`config.mk`:
```
export PLATFORM = sky130hd
export DESIGN_NAME = servant_uart_rx
export DESIGN_NICKNAME = d
export VERILOG_FILES = /design/src/rtl/servant_uart_rx.sv
export SDC_FILE = /design/constraint.sdc
export NUM_CORES = 1
export LEC_CHECK = 0
export ABC_AREA = 0
export CORE_MARGIN = 2
export CORE_UTILIZATION = 40
export DETAILED_ROUTE_END_ITERATION = 12
export HOLD_SLACK_MARGIN = 0.02
export PLACE_DENSITY_LB_ADDON = 0.15
export SETUP_SLACK_MARGIN = 0.4
export SYNTH_ARGS = -nofsm -noshare
export SYNTH_HDL_FRONTEND = slang
export SYNTH_SLANG_ARGS = --single-unit
```
`constraint.sdc`:
```
create_clock -name wb_clk -period 3.79 [get_ports wb_clk]
set_input_delay 1.137 -clock wb_clk [delete_from_list [all_inputs] [get_ports wb_clk]]
set_output_delay 1.137 -clock wb_clk [all_outputs]
set_load 0.02 [all_outputs]
```
`src/rtl/servant_uart_rx.sv`:
```
// 8N1 UART receiver with a small receive FIFO behind a two-register Wishbone slave.
// RXDATA pops the head byte on read; STATUS reports {FERR, OVR, full, not-empty} with W1C flags.
module servant_uart_rx #(
  parameter int CLKS_PER_BIT = 139,
  parameter int FIFO_DEPTH   = 4
) (
  input  logic        wb_clk,
  input  logic        wb_rst,
  input  logic        i_rxd,
  input  logic        i_wb_adr,
  input  logic [31:0] i_wb_dat,
  input  logic        i_wb_we,
  input  logic        i_wb_cyc,
  output logic [31:0] o_wb_rdt,
  output logic        o_wb_ack,
  output logic        o_irq
);

  // state | meaning
  // IDLE  | line idle, waiting for a low level on rx_s
  // START | counting to mid start bit, re-checking it is still low
  // DATA  | sampling 8 data bits mid-bit, LSB first
  // STOP  | sampling the stop bit; push byte or flag a framing error
  typedef enum logic [1:0] {IDLE, START, DATA, STOP} state_t;

  localparam int PTR_W = $clog2(FIFO_DEPTH);
  localparam int CNT_W = PTR_W + 1;
  localparam logic [15:0]      CNT_FULL = 16'(CLKS_PER_BIT - 1);
  localparam logic [15:0]      CNT_HALF = 16'(CLKS_PER_BIT / 2 - 1);
  localparam logic [CNT_W-1:0] DEPTH_C  = CNT_W'(FIFO_DEPTH);

  logic             rx_meta_q, rx_meta_d;
  logic             rx_s_q, rx_s_d;
  state_t           state_q, state_d;
  logic [15:0]      cnt_q, cnt_d;
  logic [2:0]       bitidx_q, bitidx_d;
  logic [7:0]       shreg_q, shreg_d;
  logic [7:0]       mem_q [FIFO_DEPTH];
  logic [7:0]       mem_d [FIFO_DEPTH];
  logic [PTR_W-1:0] wr_ptr_q, wr_ptr_d;
  logic [PTR_W-1:0] rd_ptr_q, rd_ptr_d;
  logic [CNT_W-1:0] count_q, count_d;
  logic             ovr_q, ovr_d;
  logic             ferr_q, ferr_d;
  logic             ack_q, ack_d;
  logic [31:0]      rdt_q, rdt_d;

  logic push, push_ok, pop, full, empty, ferr_set, ovr_set;
  logic access, wr_status;
  logic [31:0] status;
  logic wb_dat_unused;

  assign wb_dat_unused = ^{i_wb_dat[31:4], i_wb_dat[1:0]};

  always_comb begin
    rx_meta_d = i_rxd;
    rx_s_d    = rx_meta_q;
    state_d   = state_q;
    cnt_d     = cnt_q;
    bitidx_d  = bitidx_q;
    shreg_d   = shreg_q;
    push      = 1'b0;
    ferr_set  = 1'b0;

    case (state_q)
      IDLE: begin
        if (!rx_s_q) begin
          state_d = START;
          cnt_d   = CNT_HALF;
        end
      end
      START: begin
        if (cnt_q != 16'd0) begin
          cnt_d = cnt_q - 16'd1;
        end else if (!rx_s_q) begin
          state_d  = DATA;
          cnt_d    = CNT_FULL;
          bitidx_d = 3'd0;
        end else begin
          state_d = IDLE;
        end
      end
      DATA: begin
        if (cnt_q != 16'd0) begin
          cnt_d = cnt_q - 16'd1;
        end else begin
          shreg_d  = {rx_s_q, shreg_q[7:1]};
          cnt_d    = CNT_FULL;
          bitidx_d = bitidx_q + 3'd1;
          if (bitidx_q == 3'd7) state_d = STOP;
        end
      end
      STOP: begin
        if (cnt_q != 16'd0) begin
          cnt_d = cnt_q - 16'd1;
        end else begin
          // Back to IDLE immediately so a start bit right after mid-stop is not missed.
          state_d  = IDLE;
          push     = rx_s_q;
          ferr_set = ~rx_s_q;
        end
      end
      default: state_d = IDLE;
    endcase
  end

  assign full   = (count_q == DEPTH_C);
  assign empty  = (count_q == '0);
  assign status = {28'b0, ferr_q, ovr_q, full, ~empty};
  assign access = i_wb_cyc & ~ack_q;
  assign wr_status = access & i_wb_we & i_wb_adr;
  assign pop    = access & ~i_wb_we & ~i_wb_adr & ~empty;
  // A pop in the same cycle frees the slot, so a push into a full FIFO is still accepted.
  assign push_ok = push & (~full | pop);
  assign ovr_set = push & full & ~pop;

  always_comb begin
    mem_d    = mem_q;
    wr_ptr_d = wr_ptr_q;
    rd_ptr_d = rd_ptr_q;
    count_d  = count_q;
    if (push_ok) begin
      mem_d[wr_ptr_q] = shreg_q;
      wr_ptr_d        = wr_ptr_q + 1'b1;
    end
    if (pop) rd_ptr_d = rd_ptr_q + 1'b1;
    case ({push_ok, pop})
      2'b10:   count_d = count_q + 1'b1;
      2'b01:   count_d = count_q - 1'b1;
      default: count_d = count_q;
    endcase

    ovr_d = ovr_q;
    if (ovr_set) ovr_d = 1'b1;
    else if (wr_status && i_wb_dat[2]) ovr_d = 1'b0;
    ferr_d = ferr_q;
    if (ferr_set) ferr_d = 1'b1;
    else if (wr_status && i_wb_dat[3]) ferr_d = 1'b0;

    ack_d = access;
    rdt_d = 32'b0;
    if (access && !i_wb_we) begin
      if (i_wb_adr)   rdt_d = status;
      else if (!empty) rdt_d = {24'b0, mem_q[rd_ptr_q]};
    end
  end

  always_ff @(posedge wb_clk or posedge wb_rst) begin
    if (wb_rst) begin
      rx_meta_q <= 1'b1;
      rx_s_q    <= 1'b1;
      state_q   <= IDLE;
      cnt_q     <= 16'd0;
      bitidx_q  <= 3'd0;
      shreg_q   <= 8'd0;
      mem_q     <= '{default: 8'd0};
      wr_ptr_q  <= '0;
      rd_ptr_q  <= '0;
      count_q   <= '0;
      ovr_q     <= 1'b0;
      ferr_q    <= 1'b0;
      ack_q     <= 1'b0;
      rdt_q     <= 32'b0;
    end else begin
      rx_meta_q <= rx_meta_d;
      rx_s_q    <= rx_s_d;
      state_q   <= state_d;
      cnt_q     <= cnt_d;
      bitidx_q  <= bitidx_d;
      shreg_q   <= shreg_d;
      mem_q     <= mem_d;
      wr_ptr_q  <= wr_ptr_d;
      rd_ptr_q  <= rd_ptr_d;
      count_q   <= count_d;
      ovr_q     <= ovr_d;
      ferr_q    <= ferr_d;
      ack_q     <= ack_d;
      rdt_q     <= rdt_d;
    end
  end

  assign o_wb_ack = ack_q;
  assign o_wb_rdt = rdt_q;
  assign o_irq    = ~empty;

endmodule

```
==> reports/results.tsv, run 1 <==
stage	metric	value	unit
pwr	Seq pwr share	55.0	%
clock_network	CTS clock-pin slew for the worst setup and hold paths	0.08	ns
critical_path	crit path capture type	register	
timing	Fmax achieved	317	MHz
critical_path	Slowest Stage Delay on Critical Path	0.45	ns
min_path	Hold Path Sink	rx_s_q	
critical_path	Slowest-stage cell, CP	clkdlybuf4s50_1	
run_status	status	complete, no violations	
global_routing	pin count of the biggest net entering global routing	51	
finish	Design Area, Final	4640	um^2
synth	top_reg_cell synth	dfrtp_1	
die	Core ar.	10200	um^2
global_routing	Overflow after GRT	0	
timing	worst hold slack	0.379	ns
timing	final hold violations	0	
critical_path	FF-to-FF Start	cnt_q[0]	
synth	post-synth top area share	47.2	%
clock_network	clock sinks	81	
pwr	combinational share of power	10.7	%
global_routing	initial antenna violation count	0	
finish	Area Overhead vs Synth	10.9	%
finish	Cell Count, Final, Fillers Out	513	
drt	Post-DRT Antenna Nets	0	
timing	RSZ-0062 raised after global routing	no	
drt	DR WL/cell	14.9	um
placed_design	dpl hpwl	5.28	mm
synth	mapped cell area	4190	um^2
synth	number of cells produced by synthesis	346	
finish	layout cells sized above 1	22.8	%
die	io pins	72	
timing	min cycle time layout	3.15	ns
clock_network	H-tree depth	3	
synth	Syn. warnings	0	
clock_network	Post-CTS Hold Buffers	0	
drt	Via density	5.07	
clock_network	clk_lat worst skew	0.36	ns
critical_path	CP Cell Sequence	clkdlybuf4s50_1, or3b_4, nand2b_1, nor2_1, ha_1, inv_1, fa_1, xor2_1, nor2_1, xor2_1	
drt	remaining routing DRC violations	0	
die	Starting Density	40.9	%
timing	Least-Margin Pin Slew	0.676	ns
critical_path	Worst EP required	4.07	ns
synth	register area share after synthesis	48.5	%
synth	synthesized area per cell	12.1	um^2
pwr	IR Drop Worst-Case VDD	0.000189	V
clock_network	Num CTS Buffers	9	
critical_path	crit path max fanout	4	
synth	Synth area leaders	dfrtp_1, mux2_2, buf_4, mux4_2, ha_1	
pwr	total power draw	1.76	mW
clock_network	Resized cells post-CTS	0	
placed_design	Post-Place Worst Slack	0.242	ns
global_routing	vias in the first global route	2613	
clock_network	setup bufs post-CTS	0	
critical_path	R2R Setup Slk	1.19	ns
timing	period utilization	83.2	%
critical_path	worst reg2reg path depth	12	
timing	Slew Limit Fails	0	
critical_path	critical path type	primary input to register	
placed_design	input/output buffers	17	
placed_design	global placement routability congestion	0.842	
clock_network	Root Driver	clkbuf_8	
clock_network	Clock Tree Buf Depth	2	
die	Die Area	11300	um^2
min_path	Worst Hold Class	register to register	
critical_path	count of buffer and inverter cells on the critical path	2	
min_path	Cells on Worst Hold Path	0	
synth	cell taking the most area after synthesis	dfrtp_1	
timing	Slew HR	55.0	%
placed_design	placed cells	497	
pwr	PwrDens	378	nW/um^2
placed_design	Placed Instance Area	4460	um^2
pwr	Int Pwr	1.23	mW
drt	initial drt markers	84	
critical_path	CP top delay family	simple AND/OR/NAND/NOR gates	
critical_path	Worst Setup Start Kind	primary input	
drt	DR pass1 iterations	4	
global_routing	Total GRT Usage	14.9	%
die	die width	106	um
min_path	Worst Hold Launch	rx_meta_q	
timing	Worst Skew	0.0162	ns
drt	DR vias	2601	
die	Row Count	37	
pwr	sw frac	29.8	%
synth	flops & latches, synth	81	
timing	Final setup viols	0	
timing	setup TNS	0	ns
finish	ant diodes	0	
synth	Unique masters post-synth	63	
critical_path	arrival time worst endpoint	3.43	ns
synth	FFs w/ async S/R, synth	100	%
die	die height	106	um
finish	Layout Utilization	45.4	%
global_routing	first-pass GRT wire length	13.2	mm
critical_path	FF-to-FF End	count_q[2]	
drt	wirelength, routed	7.66	mm
pwr	P_sw	0.524	mW
pwr	clock power share	34.3	%
finish	final net count	425	
timing	fin worst setup slack	0.636	ns
pwr	Static Leak	2.26	nW
synth	EDFF count, synth	0	
job	Max Cap Violations	0	
clock_network	CTS tree	done	
## worst max path at each step
stage / from / end / slack [ns] / cells after the start
after floorplan: wb_rst / async pin / 0.58 / 1
after global placement: i_wb_we / count_q[2] / 0.27 / 10
after detailed placement: i_wb_we / count_q[2] / 0.24 / 10
after CTS: i_wb_we / count_q[2] / 0.61 / 10
after global routing: i_wb_we / count_q[2] / 0.42 / 10
final: i_wb_we / count_q[2] / 0.64 / 10
## kinds of logic after synthesis
kind of cell               after synthesis  share of synthesized area (%)
adders and majority gates               15                           4.66
other                                    1                         0.0896
buffers and inverters                   47                           6.58
AOI/OAI and AO/OA                       52                           8.25
DFF                                     81                           48.5
and+or+nand+nor                         89                           13.6
xor gates and xnor gates                11                           2.30
muxes                                   50                           16.1
## state kept, by name, indices dropped and copies added, names as in the netlist, named ones only
name       flops
wr_ptr_q       2
state_q        1
mem_q         32
rx_meta_q      1
count_q        3
shreg_q        8
o_wb_ack       1
rd_ptr_q       2
bitidx_q       3
rx_s_q         1
cnt_q         16
ovr_q          1
ferr_q         1
o_wb_rdt       8
## final cells by class
cell class / instances / area, um^2
Sequential cell: 81 / 2030
Multi-Input combinational cell: 241 / 1970
Clock inverter: 7 / 60.1
Tap cell: 136 / 170
Clock buffer: 9 / 124
Timing Repair Buffer: 23 / 228
Inverter: 16 / 61.3
Fill cell: 945 / 5590
## metal layers
layer  part of all wire [%]  GRT usage, %
met4                    1.2          5.36
met2                     47          24.3
met5                      0             0
met3                    2.8          2.64
met1                     49          20.0
## placed cells by master, fill, tap and decap left out, types with 7 or more instances in the layout
master / count
nor2_1: 17
o21ai_0: 13
conb_1: 24
clkbuf_8: 9
inv_1: 15
clkdlybuf4s50_1: 17
dfrtp_1: 79
mux2_2: 28
ha_1: 14
or3_1: 9
a21oi_1: 13
xnor2_1: 7
mux4_2: 8
nand2_1: 15
## synth_stat cells, types with 4 or more instances
| library cell | number |
|---|---|
| xnor2_1 | 7 |
| nor2_1 | 17 |
| o21ai_0 | 13 |
| inv_1 | 16 |
| ha_1 | 14 |
| mux4_2 | 8 |
| a21oi_1 | 13 |
| nor4_1 | 4 |
| dfrtp_1 | 79 |
| xor2_1 | 4 |
| mux2_2 | 28 |
| mux2_4 | 6 |
| clkbuf_1 | 4 |
| and2_1 | 6 |
| nand2_1 | 15 |
| mux2_1 | 5 |
| or4_1 | 5 |
| buf_4 | 24 |
| or3_1 | 9 |
## power groups by stage
stage,clock network [mW],logic (mW),registers (mW)
after floorplan,0,0.202,0.928
after global placement,0,0.184,0.986
after detailed placement,0,0.190,0.987
after CTS,0.621,0.191,0.970
after global routing,0.656,0.208,0.978
final,0.603,0.188,0.967
(Power assumes the default switching activity.)
==> run 2: changes to the inputs <==
- clock period: 3.79 -> 3.2 ns (I/O delays scaled with it)
==> run 2 against run 1 <==
  * Largest power group unchanged
  * Largest cell class unchanged
  * Cell area increased by 2.3%
  * Register-to-register slack got worse by 0.49 ns
  * Count of clock-buffer cells in the layout increased by 2
==> reports/results.tsv, run 2 (same netlist as run 1, synthesis figures left out) <==
stage	metric	value	unit
run_status	status	complete, no violations	
global_routing	first-pass GRT wire length	13.8	mm
timing	Worst Skew	0.00908	ns
pwr	Static Leak	2.32	nW
critical_path	FF-to-FF End	count_q[2]	
die	die height	106	um
critical_path	crit path to	count_q[2]	
critical_path	R2R Setup Slk	0.70	ns
drt	Post-DRT Antenna Nets	0	
finish	Top Registers	mem_q (32), cnt_q (16)	
global_routing	Total GRT Usage	15.7	%
critical_path	arrival time worst endpoint	2.87	ns
die	die width	106	um
timing	Final setup viols	0	
finish	most frequent cells in the layout	dfrtp_1, mux2_2, conb_1	
timing	min cycle time layout	2.63	ns
die	io pins	72	
finish	ant diodes	0	
global_routing	pin count of the biggest net entering global routing	54	
clock_network	CTS clock-pin slew for the worst setup and hold paths	0.08	ns
die	Starting Density	40.9	%
placed_design	dpl hpwl	5.49	mm
critical_path	crit path max fanout	5	
finish	layout cells sized above 1	25.5	%
finish	commonest non-fill, non-tap cell in the layout	dfrtp_1	
drt	Via density	5.14	
timing	Least-Margin Pin Slew	0.650	ns
timing	RSZ-0062 raised after global routing	no	
clock_network	clock sinks	81	
drt	DR WL/cell	15.1	um
global_routing	vias in the first global route	2672	
global_routing	Overflow after GRT	0	
job	Max Cap Violations	0	
clock_network	Clock Tree Buf Depth	2	
pwr	PwrDens	438	nW/um^2
clock_network	Num CTS Buffers	9	
critical_path	Critical Path Start	i_wb_adr	
clock_network	clk_lat worst skew	0.36	ns
placed_design	global placement routability congestion	0.764	
global_routing	initial antenna violation count	0	
pwr	IR Drop Worst-Case VDD	0.000210	V
timing	final hold violations	0	
clock_network	Post-CTS Hold Buffers	0	
critical_path	worst reg2reg path depth	12	
drt	DR vias	2680	
finish	max reg flops	32	
finish	Area Overhead vs Synth	13.5	%
critical_path	Worst Setup Start Kind	primary input	
critical_path	crit path capture type	register	
min_path	Worst Hold Class	register to register	
die	Core ar.	10200	um^2
clock_network	CTS tree	done	
timing	worst hold slack	0.359	ns
die	Row Count	37	
pwr	total power draw	2.08	mW
placed_design	input/output buffers	17	
critical_path	Worst EP required	3.44	ns
drt	wirelength, routed	7.86	mm
finish	Top reg by flops	mem_q	
drt	initial drt markers	138	
drt	remaining routing DRC violations	0	
timing	Slew HR	56.7	%
timing	Fmax achieved	381	MHz
critical_path	FF-to-FF Start	cnt_q[0]	
timing	period utilization	82.1	%
critical_path	critical path type	primary input to register	
clock_network	Root Driver	clkbuf_8	
clock_network	H-tree depth	3	
drt	DR pass1 iterations	4	
timing	Slew Limit Fails	0	
die	Die Area	11300	um^2
finish	final net count	433	
## run 2: changes by cell type in the layout (fill, tap and decap cells not counted), sizes merged
cell,delta
clkbuf,+2
dlymetal6s2s,+3
clkinvlp,+3
clkdlybuf4s50,-3
inv,-3
buf,+8
clkinv,-2
## run 2: layout make-up
class / instances / area, um^2
clock buffers: 11 / 141
clock inverters: 5 / 40.0
well taps: 136 / 170
multi-input cells: 241 / 2000
repair buffers: 31 / 308
inverters: 16 / 63.8
flip-flops and latches: 81 / 2030
fillers: 928 / 5480
## run 2: power by group
| group | internal (mW) | switching [mW] |
|---|---|---|
| combinational | 0.124 | 0.122 |
| sequential | 1.06 | 0.0878 |
| clock | 0.307 | 0.384 |
## run 2: worst min-delay path by stage
stage | start | to | cells past startpoint
3_3_place_gp | rx_meta_q | rx_s_q | 0
5_1_grt | rx_meta_q | rx_s_q | 0
4_1_cts | rx_meta_q | rx_s_q | 0
3_5_place_dp | rx_meta_q | rx_s_q | 0
2_1_floorplan | rx_meta_q | rx_s_q | 0
6_report | rx_meta_q | rx_s_q | 0
## run 2: worst max-delay path, stage by stage
cell and delay, ns:
clkdlybuf4s50_1 0.54, o211a_4 0.31, nor3_4 0.19, inv_1 0.06, ha_2 0.19, inv_2 0.05, fa_2 0.19, xor2_1 0.15
nor2_1 0.07, xor2_1 0.15
## run 2: per-layer routing
metal / wire [um] / up-vias / global-route usage (%)
met2: 3620 / 50 / 23.2
met3: 294 / 9 / 4.29
met4: 103 / 0 / 5.36
met1: 3840 / 1361 / 22.2
met5: 0 / - / 0
li1: - / 1260 / -
## run 2: metrics by stage
stage	util, %	cell area [um^2]	TNS [ns]	std cells	setup WS, ns
after floorplan	-	4290	0	369	0.226
after global placement	44.3	4530	-0.0582	503	-0.0582
after detailed placement	44.3	4530	-0.0835	503	-0.0741
after CTS	46.3	4740	0	521	0.401
after global routing	46.4	4750	0	521	0.456
final	46.4	4750	0	521	0.574
## run 2: timing repair
| item | CTS | global route |
|---|---|---|
| resized for setup | 4 | 3 |
| endpoints found under the setup margin | 2 | 6 |
| buffers inserted | 2 | 0 |
| pin swaps | 4 | 8 |
